File: src/rtl/dpe_seq_ctrl.sv
// Command sequencer for one DPE tile: ping-pong weight-buffer loading overlapped with vector compute.
// Optional stall counters are built only when DPE_SEQ_CTRL_PERF_EN is defined.
//
// Load engine   | meaning
// LD_IDLE       | no load in progress, LOAD may be accepted
// LD_ACTIVE     | streaming DOTW weight rows into buffer dpe_reg_ctrl
//
// Compute engine| meaning
// CMP_IDLE      | no compute in progress
// CMP_SWITCH    | one cycle, dpe_load_sel moves to the buffer being computed on
// CMP_STREAM    | accepting vectors until the command length is reached
// CMP_DRAIN     | waiting DRAIN cycles for DPE/reduction results, cmp_done on the last

module dpe_seq_ctrl #(
    parameter int DOTW  = 10,
    parameter int LENW  = 9,
    parameter int DRAIN = 8
) (
    input  logic            clk,
    input  logic            reset,
    input  logic            cmd_valid,
    output logic            cmd_ready,
    input  logic            cmd_op,
    input  logic [LENW-1:0] cmd_len,
    input  logic            wt_valid,
    output logic            wt_ready,
    input  logic            vec_valid,
    output logic            vec_ready,
    output logic            dpe_ena,
    output logic            dpe_reg_ctrl,
    output logic            dpe_load_sel,
    output logic            dpe_valid_a,
    output logic            load_done,
    output logic            cmp_done,
    output logic            busy,
    output logic [31:0]     perf_vec_stall,
    output logic [31:0]     perf_wt_stall
);

    localparam int RW  = $clog2(DOTW + 1);
    localparam int DRW = $clog2(DRAIN + 1);

    typedef enum logic {
        LD_IDLE,
        LD_ACTIVE
    } ld_state_t;

    typedef enum logic [1:0] {
        CMP_IDLE,
        CMP_SWITCH,
        CMP_STREAM,
        CMP_DRAIN
    } cmp_state_t;

    ld_state_t       ld_state_q,   ld_state_d;
    logic [RW-1:0]   rows_left_q,  rows_left_d;
    logic            ld_buf_q,     ld_buf_d;
    logic            load_done_q,  load_done_d;
    logic            pending_q,    pending_d;
    logic            pend_buf_q,   pend_buf_d;
    logic            cur_valid_q,  cur_valid_d;
    logic            cur_buf_q,    cur_buf_d;
    cmp_state_t      cmp_state_q,  cmp_state_d;
    logic [LENW-1:0] vec_left_q,   vec_left_d;
    logic [DRW-1:0]  drain_left_q, drain_left_d;
    logic            load_sel_q,   load_sel_d;

    logic ld_idle;
    logic cmp_idle;
    logic load_ok;
    logic cmp_ok;
    logic acc_load;
    logic acc_cmp;
    logic wt_beat;
    logic vec_beat;

    // A COMPUTE needs a finished buffer: either a fresh one (pending) or the one already in use.
    assign ld_idle  = (ld_state_q == LD_IDLE);
    assign cmp_idle = (cmp_state_q == CMP_IDLE);
    assign load_ok  = ld_idle;
    assign cmp_ok   = cmp_idle && ld_idle && (pending_q || cur_valid_q);

    assign cmd_ready = cmd_valid && (cmd_op ? cmp_ok : load_ok);
    assign acc_load  = cmd_ready && !cmd_op;
    assign acc_cmp   = cmd_ready &&  cmd_op;

    assign wt_ready    = (ld_state_q == LD_ACTIVE);
    assign vec_ready   = (cmp_state_q == CMP_STREAM);
    assign wt_beat     = wt_valid && wt_ready;
    assign vec_beat    = vec_valid && vec_ready;
    assign dpe_ena     = wt_beat;
    assign dpe_valid_a = vec_beat;
    assign dpe_reg_ctrl = ld_buf_q;
    assign dpe_load_sel = load_sel_q;
    assign load_done   = load_done_q;
    assign cmp_done    = (cmp_state_q == CMP_DRAIN) && (drain_left_q == '0);
    assign busy        = !ld_idle || !cmp_idle;

    always_comb begin
        ld_state_d   = ld_state_q;
        rows_left_d  = rows_left_q;
        ld_buf_d     = ld_buf_q;
        load_done_d  = 1'b0;
        pending_d    = pending_q;
        pend_buf_d   = pend_buf_q;
        cur_valid_d  = cur_valid_q;
        cur_buf_d    = cur_buf_q;
        cmp_state_d  = cmp_state_q;
        vec_left_d   = vec_left_q;
        drain_left_d = drain_left_q;
        load_sel_d   = load_sel_q;

        // Load engine: a new LOAD always targets the buffer not selected for compute.
        if (acc_load) begin
            ld_state_d  = LD_ACTIVE;
            rows_left_d = RW'(DOTW - 1);
            ld_buf_d    = ~cur_buf_q;
            pending_d   = 1'b0;
        end else if (wt_beat) begin
            if (rows_left_q == '0) begin
                ld_state_d  = LD_IDLE;
                load_done_d = 1'b1;
                pending_d   = 1'b1;
                pend_buf_d  = ld_buf_q;
            end else begin
                rows_left_d = rows_left_q - RW'(1);
            end
        end

        if (acc_cmp && pending_q) begin
            cur_buf_d   = pend_buf_q;
            pending_d   = 1'b0;
            cur_valid_d = 1'b1;
        end

        unique case (cmp_state_q)
            CMP_IDLE: begin
                if (acc_cmp) begin
                    cmp_state_d = CMP_SWITCH;
                    vec_left_d  = cmd_len;
                end
            end
            CMP_SWITCH: begin
                load_sel_d = cur_buf_q;
                if (vec_left_q == '0) begin
                    cmp_state_d  = CMP_DRAIN;
                    drain_left_d = DRW'(DRAIN - 1);
                end else begin
                    cmp_state_d = CMP_STREAM;
                end
            end
            CMP_STREAM: begin
                if (vec_beat) begin
                    vec_left_d = vec_left_q - LENW'(1);
                    if (vec_left_q == LENW'(1)) begin
                        cmp_state_d  = CMP_DRAIN;
                        drain_left_d = DRW'(DRAIN - 1);
                    end
                end
            end
            CMP_DRAIN: begin
                if (drain_left_q == '0) begin
                    cmp_state_d = CMP_IDLE;
                end else begin
                    drain_left_d = drain_left_q - DRW'(1);
                end
            end
            default: cmp_state_d = CMP_IDLE;
        endcase
    end

    always_ff @(posedge clk) begin
        if (reset) begin
            ld_state_q   <= LD_IDLE;
            rows_left_q  <= '0;
            ld_buf_q     <= 1'b0;
            load_done_q  <= 1'b0;
            pending_q    <= 1'b0;
            pend_buf_q   <= 1'b0;
            cur_valid_q  <= 1'b0;
            cur_buf_q    <= 1'b1;
            cmp_state_q  <= CMP_IDLE;
            vec_left_q   <= '0;
            drain_left_q <= '0;
            load_sel_q   <= 1'b0;
        end else begin
            ld_state_q   <= ld_state_d;
            rows_left_q  <= rows_left_d;
            ld_buf_q     <= ld_buf_d;
            load_done_q  <= load_done_d;
            pending_q    <= pending_d;
            pend_buf_q   <= pend_buf_d;
            cur_valid_q  <= cur_valid_d;
            cur_buf_q    <= cur_buf_d;
            cmp_state_q  <= cmp_state_d;
            vec_left_q   <= vec_left_d;
            drain_left_q <= drain_left_d;
            load_sel_q   <= load_sel_d;
        end
    end

`ifdef DPE_SEQ_CTRL_PERF_EN
    logic [31:0] vec_stall_q, vec_stall_d;
    logic [31:0] wt_stall_q,  wt_stall_d;

    // Saturating counters so a long run never wraps back to a misleadingly small value.
    always_comb begin
        vec_stall_d = vec_stall_q;
        wt_stall_d  = wt_stall_q;
        if ((cmp_state_q == CMP_STREAM) && !vec_valid && (vec_stall_q != '1)) begin
            vec_stall_d = vec_stall_q + 32'd1;
        end
        if ((ld_state_q == LD_ACTIVE) && !wt_valid && (wt_stall_q != '1)) begin
            wt_stall_d = wt_stall_q + 32'd1;
        end
    end

    always_ff @(posedge clk) begin
        if (reset) begin
            vec_stall_q <= '0;
            wt_stall_q  <= '0;
        end else begin
            vec_stall_q <= vec_stall_d;
            wt_stall_q  <= wt_stall_d;
        end
    end

    assign perf_vec_stall = vec_stall_q;
    assign perf_wt_stall  = wt_stall_q;
`else
    assign perf_vec_stall = 32'd0;
    assign perf_wt_stall  = 32'd0;
`endif

endmodule
File: config.mk
export PLATFORM = sky130hd
export DESIGN_NAME = dpe_seq_ctrl
export DESIGN_NICKNAME = d
export VERILOG_FILES = /design/src/rtl/dpe_seq_ctrl.sv
export SDC_FILE = /design/constraint.sdc
export NUM_CORES = 1
export LEC_CHECK = 0
export BUFFER_PORTS_ARGS = -buffer_cell sky130_fd_sc_hd__buf_2
export CELL_PAD_IN_SITES_DETAIL_PLACEMENT = 0
export CELL_PAD_IN_SITES_GLOBAL_PLACEMENT = 1
export CORE_ASPECT_RATIO = 0.75
export CORE_MARGIN = 2
export CORE_UTILIZATION = 37
export CTS_CLUSTER_DIAMETER = 30
export CTS_CLUSTER_SIZE = 40
export DETAILED_ROUTE_END_ITERATION = 8
export PLACE_DENSITY_LB_ADDON = 0.08
export SLEW_MARGIN = 0
export SYNTH_ARGS = -nofsm -noshare
export SYNTH_HDL_FRONTEND = slang
export SYNTH_SLANG_ARGS = --single-unit
File: constraint.sdc
create_clock -name clk -period 3.32 [get_ports clk]
set_input_delay 0.332 -clock clk [delete_from_list [all_inputs] [get_ports clk]]
set_output_delay 0.332 -clock clk [all_outputs]
set_load 0.05 [all_outputs]
# Word level (Yosys, flattened, before mapping)
# Index checks and enable logic that the tools add are counted.
# totals
ff_bits	27
input_bits	15
output_inout_bits	74
word_cells	86
# op_classes
n_addsub	3
n_eq_ne	11
n_mux	22
bitwise_logic	5
n_reduce_logical	32
# ops
operator	count
4-bit 2-to-1 mux	7
9-bit 2-to-1 mux	2
9-bit one-hot mux with 2 select lines	1
4-bit one-hot mux with 3 select lines	1
9-bit by 1-bit == test with 1-bit output, second input constant	1
1-bit logical AND	9
9-bit logical NOT	1
9-bit by 1-bit subtractor with 9-bit output, second input constant	1
4-bit logical NOT	2
2-bit 2-to-1 mux	4
2-bit by 1-bit inequality test with 1-bit output, second input constant	4
2-bit one-hot mux with 4 select lines	1
2-bit AND reduction	4
4-bit by 1-bit subtractor with 4-bit output, second input constant	2
1-bit 2-to-1 mux	6
2-bit inequality test, second input constant	3
3-bit AND reduction	2
2-bit nonzero test	3
3-bit OR reduction	2
1-bit NOT	5
5-bit AND reduction	1
2-bit == test, second input constant	2
4-bit AND reduction	1
3-bit nonzero test	1
other kinds (5)	7

# Longest topological paths before layout
# logic_depth
depth_word	8
ltp_mapped	8
depth_no_buf	6

# Worst setup path after synthesis
# OpenSTA, ideal clock, no wires.
# synth_timing
path_type	reg-to-reg
startpoint	reg drain_left_q[0]
endpoint	reg drain_left_q[1]
setup_time_ns	0.091
arrival_time_ns	2.859
required_time_ns	3.229
setup_slack_ns	0.370
path_stages_with_launch	7
path_buffers	0
period_less_slack_ns	2.950
cell_sequence	dfxtp_1 -> inv_1 -> ha_1 -> nor4bb_1 -> nor2_1 -> and3_1 -> a311oi_1
# synth_between
elab_chain_cells	3
# synth_rtl
element	line	source
start: declaration	65	logic [DRW-1:0] drain_left_q, drain_left_d;
start signal: assignment	197	drain_left_q <= drain_left_d;
4-bit by 1-bit subtractor with 4-bit output / 4-bit logical NOT (equally long branches)	165, 162	
4-bit 2-to-1 mux / 2-bit inequality test (equally long branches)	-	
4-bit one-hot mux with 3 select lines / 5-bit AND reduction (equally long branches)	-	
# Parallel ways exist; a longest one is shown, timed or not. The select of a mux whose other input is x is not followed.
# A chain may end at the register's enable or synchronous reset.

# Worst setup path after layout
# layout_timing
startpoint	reg cmp_state_q[1]
endpoint	out cmp_done
# layout_between
elab_chain_cells	2
# layout_rtl
element	line	source
start: declaration	63	cmp_state_t cmp_state_q, cmp_state_d;
start signal: assignment	195	cmp_state_q <= cmp_state_d;
2-bit == test	96	assign cmp_done = (cmp_state_q == CMP_DRAIN) && (drain_left_q == '0);
1-bit logical AND	96	
end: declaration	34	output logic cmp_done,
# Every way passes these cells.

==> impl_metrics.py <==
metrics = {
    "pwr": {
        "p_leak_uw": 0.0009334,
        "power.density_nw_per_um2": 675.0,
        "power_uw": 1417,
        "vdd_drop_max_mv": 0.1769,
    },
    "hold_path": {
        "min_from": "cmd_len[5]",
        "min_to": "vec_left_q[5]",
        "holdPathStages": 3,
        "hold_class": "input pin to flop",
    },
    "clocking": {
        "cts_max_level": 1,
        "clk_path_buf_depth": 2,
        "cts_hold_buffers": 0,
        "cts_sinks": 27,
        "cts_tree": "yes",
        "root_buffer": "clkbuf_8",
        "cts.reportedPaths.clkPinSlew_ps": 110,
        "post_cts_buffers": 0,
        "cts_buffers": 3,
        "insertion_delay_ps": 280,
        "cts-resized-gates": 0,
    },
    "critical_path": {
        "worstSetupPathType": "flop to output port",
        "cp_slowest_cell": "nor4bb_1",
        "reg2reg_to": "vec_left_q[0]",
        "path_cells": "ha_1, nor4bb_1, buf_2",
        "arrival_ps": 1780,
        "cp_slowest_stage_delay_ps": 430,
        "crit_family": "simple AND/OR/NAND/NOR gates",
        "rrSetupSlack_ps": 1350,
        "r2r-start": "cmp_state_q[0]",
        "cp-start-kind": "flop",
        "rr_worst_depth": 7,
        "cp_num_buf_inv": 1,
        "worst_ep_required_time_ps": 2990,
        "critPathCaptureType": "output port",
        "crit_fanout": 7,
    },
    "logic_synthesis": {
        "synth_ff_type": "dfxtp_1",
        "synthCells": 259,
        "synth-seq-cells": 27,
        "synth.avg_cell_area_um2": 8.135,
        "synthTopCellsByCount": "64 x buf_4, 27 x dfxtp_1, 17 x nor2_1, 16 x a21oi_1, 15 x inv_1",
        "synth_top_cell_by_area": "dfxtp_1",
        "ys_seq_area_share_pct": 25.65,
        "yosysWarnings": 0,
        "yosysMostFrequentCell": "buf_4",
        "synth_top_area_share_pct": 25.65,
        "yosys-top-cells-area": "dfxtp_1 26%, buf_4 23%, ha_1 5.9%, a21oi_1 3.8%, nor2_1 3.0%",
        "syn_area_um2": 2107,
        "ys_types": 53,
        "ys_async_sr_fraction_pct": 0,
        "synth_edf_count": 0,
    },
    "detailed_routing": {
        "vias": 1661,
        "via_per_inst": 4.692,
        "wl_mm": 4.261,
        "routedWlPerCell_um": 12.04,
        "first_pass_iters": 4,
        "drc_errors": 0,
        "ant_nets": 0,
        "detailedRoute.firstIterationViolations": 95,
    },
    "place": {
        "dp_hpwl_mm": 3.210,
        "dp_slack_ps": 1377,
        "gp_congestion": 0.8089,
        "port_buffers": 24,
    },
    "global_route": {
        "antenna_found_initial": 0,
        "grt_pass1_wl_mm": 7.176,
        "grt_pass1_vias": 1445,
        "grt_overflow": 0,
        "gr-usage-all-layers_pct": 13.74,
        "grt_max_degree": 26,
    },
    "layout": {
        "n_fill_cell": 590,
        "area_delta_synth_final_pct": -0.3565,
        "ff_latch_area_um2": 540.5,
        "multi_input_area_um2": 1220,
        "n_antenna_cell": 0,
        "final_nets": 305,
        "drive_gt1_share_pct": 12.90,
    },
    "floorplan": {
        "die_area_um2": 6321,
        "initial_utilization_pct": 38.95,
        "design.core.area_um2": 5410,
        "io_pins": 89,
        "die_x_um": 91.14,
        "dieHeight_um": 69.36,
        "row_count": 23,
    },
    "timing": {
        "drv_slew": 0,
        "fin_crit_ps": 2109,
        "fin_setup_tns_ps": 0,
        "finalHoldViolCount": 0,
        "fin_ws_ps": 1211,
        "worst_pin_slew_ps": 556.1,
        "max-slew-margin-rel_pct": 62.61,
        "setup_viol": 0,
        "clock_skew_ps": 1.991,
        "fmax_mhz": 474.2,
        "rsz0062_at_grt": "no",
        "period_share_pct": 63.52,
    },
    "status": {
        "status": "finished, final reports clean",
    },
    "flow_run": {
        "max_cap_viol_count": 0,
    },
}
-- stage by stage --
step,util [%],cells,cell area [um^2],hold slack (ps)
after floorplan,-,322,2344,435.9
after global placement,37.88,350,2049,455.2
after detailed placement,37.88,350,2049,457.6
after CTS,38.81,354,2100,363.7
after global routing,38.81,354,2100,381.2
final,38.81,354,2100,371.1
-- report_power, final --
group          switching [uW]  internal, uW  total, uW
combinational             529           224        752
clock                     120          88.5        209
sequential               71.7           385        456
-- cell type report --
cell class                 instances  share of cell area [%]
clock buffer                       3                   1.967
clock inverter                     1                  0.4172
inverter                          16                   2.861
multi-input combinational        206                   58.10
sequential                        27                   25.74
tap                               75                   4.470
timing repair buffer              26                   6.436
-- worst register-to-register path, stage by stage (launching register included) --
cell and delay, ps:
dfxtp_1 340, inv_1 140, ha_1 190, buf_4 240
and2_1 210, a21o_1 300, o211ai_1 150, a221oi_1 300
-- routing by layer --
layer,vias up,track usage (%),routed length (um)
met3,2,3.370,294
met1,762,20.24,2198
met5,-,0,0
met4,0,2.525,19
li1,831,-,-
met2,66,20.41,1748
-- cell families after synthesis --
group	synth area share, %
multiplexers	1.485
other	0.1780
buffers and inverters	27.67
AND/OR/NAND/NOR	16.09
XOR/XNOR	0.8315
AO/OA/AOI/OAI	22.15
flip-flops	25.65
adder cells (fa/ha/maj)	5.938
-- registers in the layout, indices dropped and copies added (netlist names) --
register,count
dpe_load_sel,1
cur_buf_q,1
cmp_state_q,2
load_done,1
wt_ready,1
drain_left_q,4
pending_q,1
cur_valid_q,1
vec_left_q,9
pend_buf_q,1
dpe_reg_ctrl,1
rows_left_q,4
-- worst max-delay path by stage --
stage | from | end | slack (ps) | cells after the start
CTS | cmp_state_q[1] | cmp_done | 1230 | 3
global route | cmp_state_q[1] | cmp_done | 1110 | 3
floorplan | drain_left_q[0] | drain_left_q[1] | 370 | 6
finish | cmp_state_q[1] | cmp_done | 1210 | 3
detailed placement | cmp_state_q[0] | vec_left_q[0] | 1380 | 7
global placement | cmp_state_q[0] | vec_left_q[0] | 1340 | 7
-- placed cells by master, fill, tap and decap left out, types with 3 or more instances in the layout --
cell | netlist | final
nand3_1 | 6 | 6
o21ai_0 | 4 | 4
nor3_1 | 5 | 5
buf_2 | 1 | 24
and2_1 | 3 | 3
nand2_1 | 8 | 8
o41ai_1 | 3 | 3
o31a_1 | 3 | 3
o31ai_1 | 6 | 6
dfxtp_1 | 27 | 27
a31oi_1 | 6 | 6
a211oi_1 | 8 | 8
conb_1 | 1 | 64
a21oi_1 | 16 | 16
clkbuf_8 | 0 | 3
nand2b_1 | 5 | 5
ha_1 | 10 | 10
nor2_1 | 17 | 17
inv_1 | 15 | 15
Power figures use the tool's default switching activity.
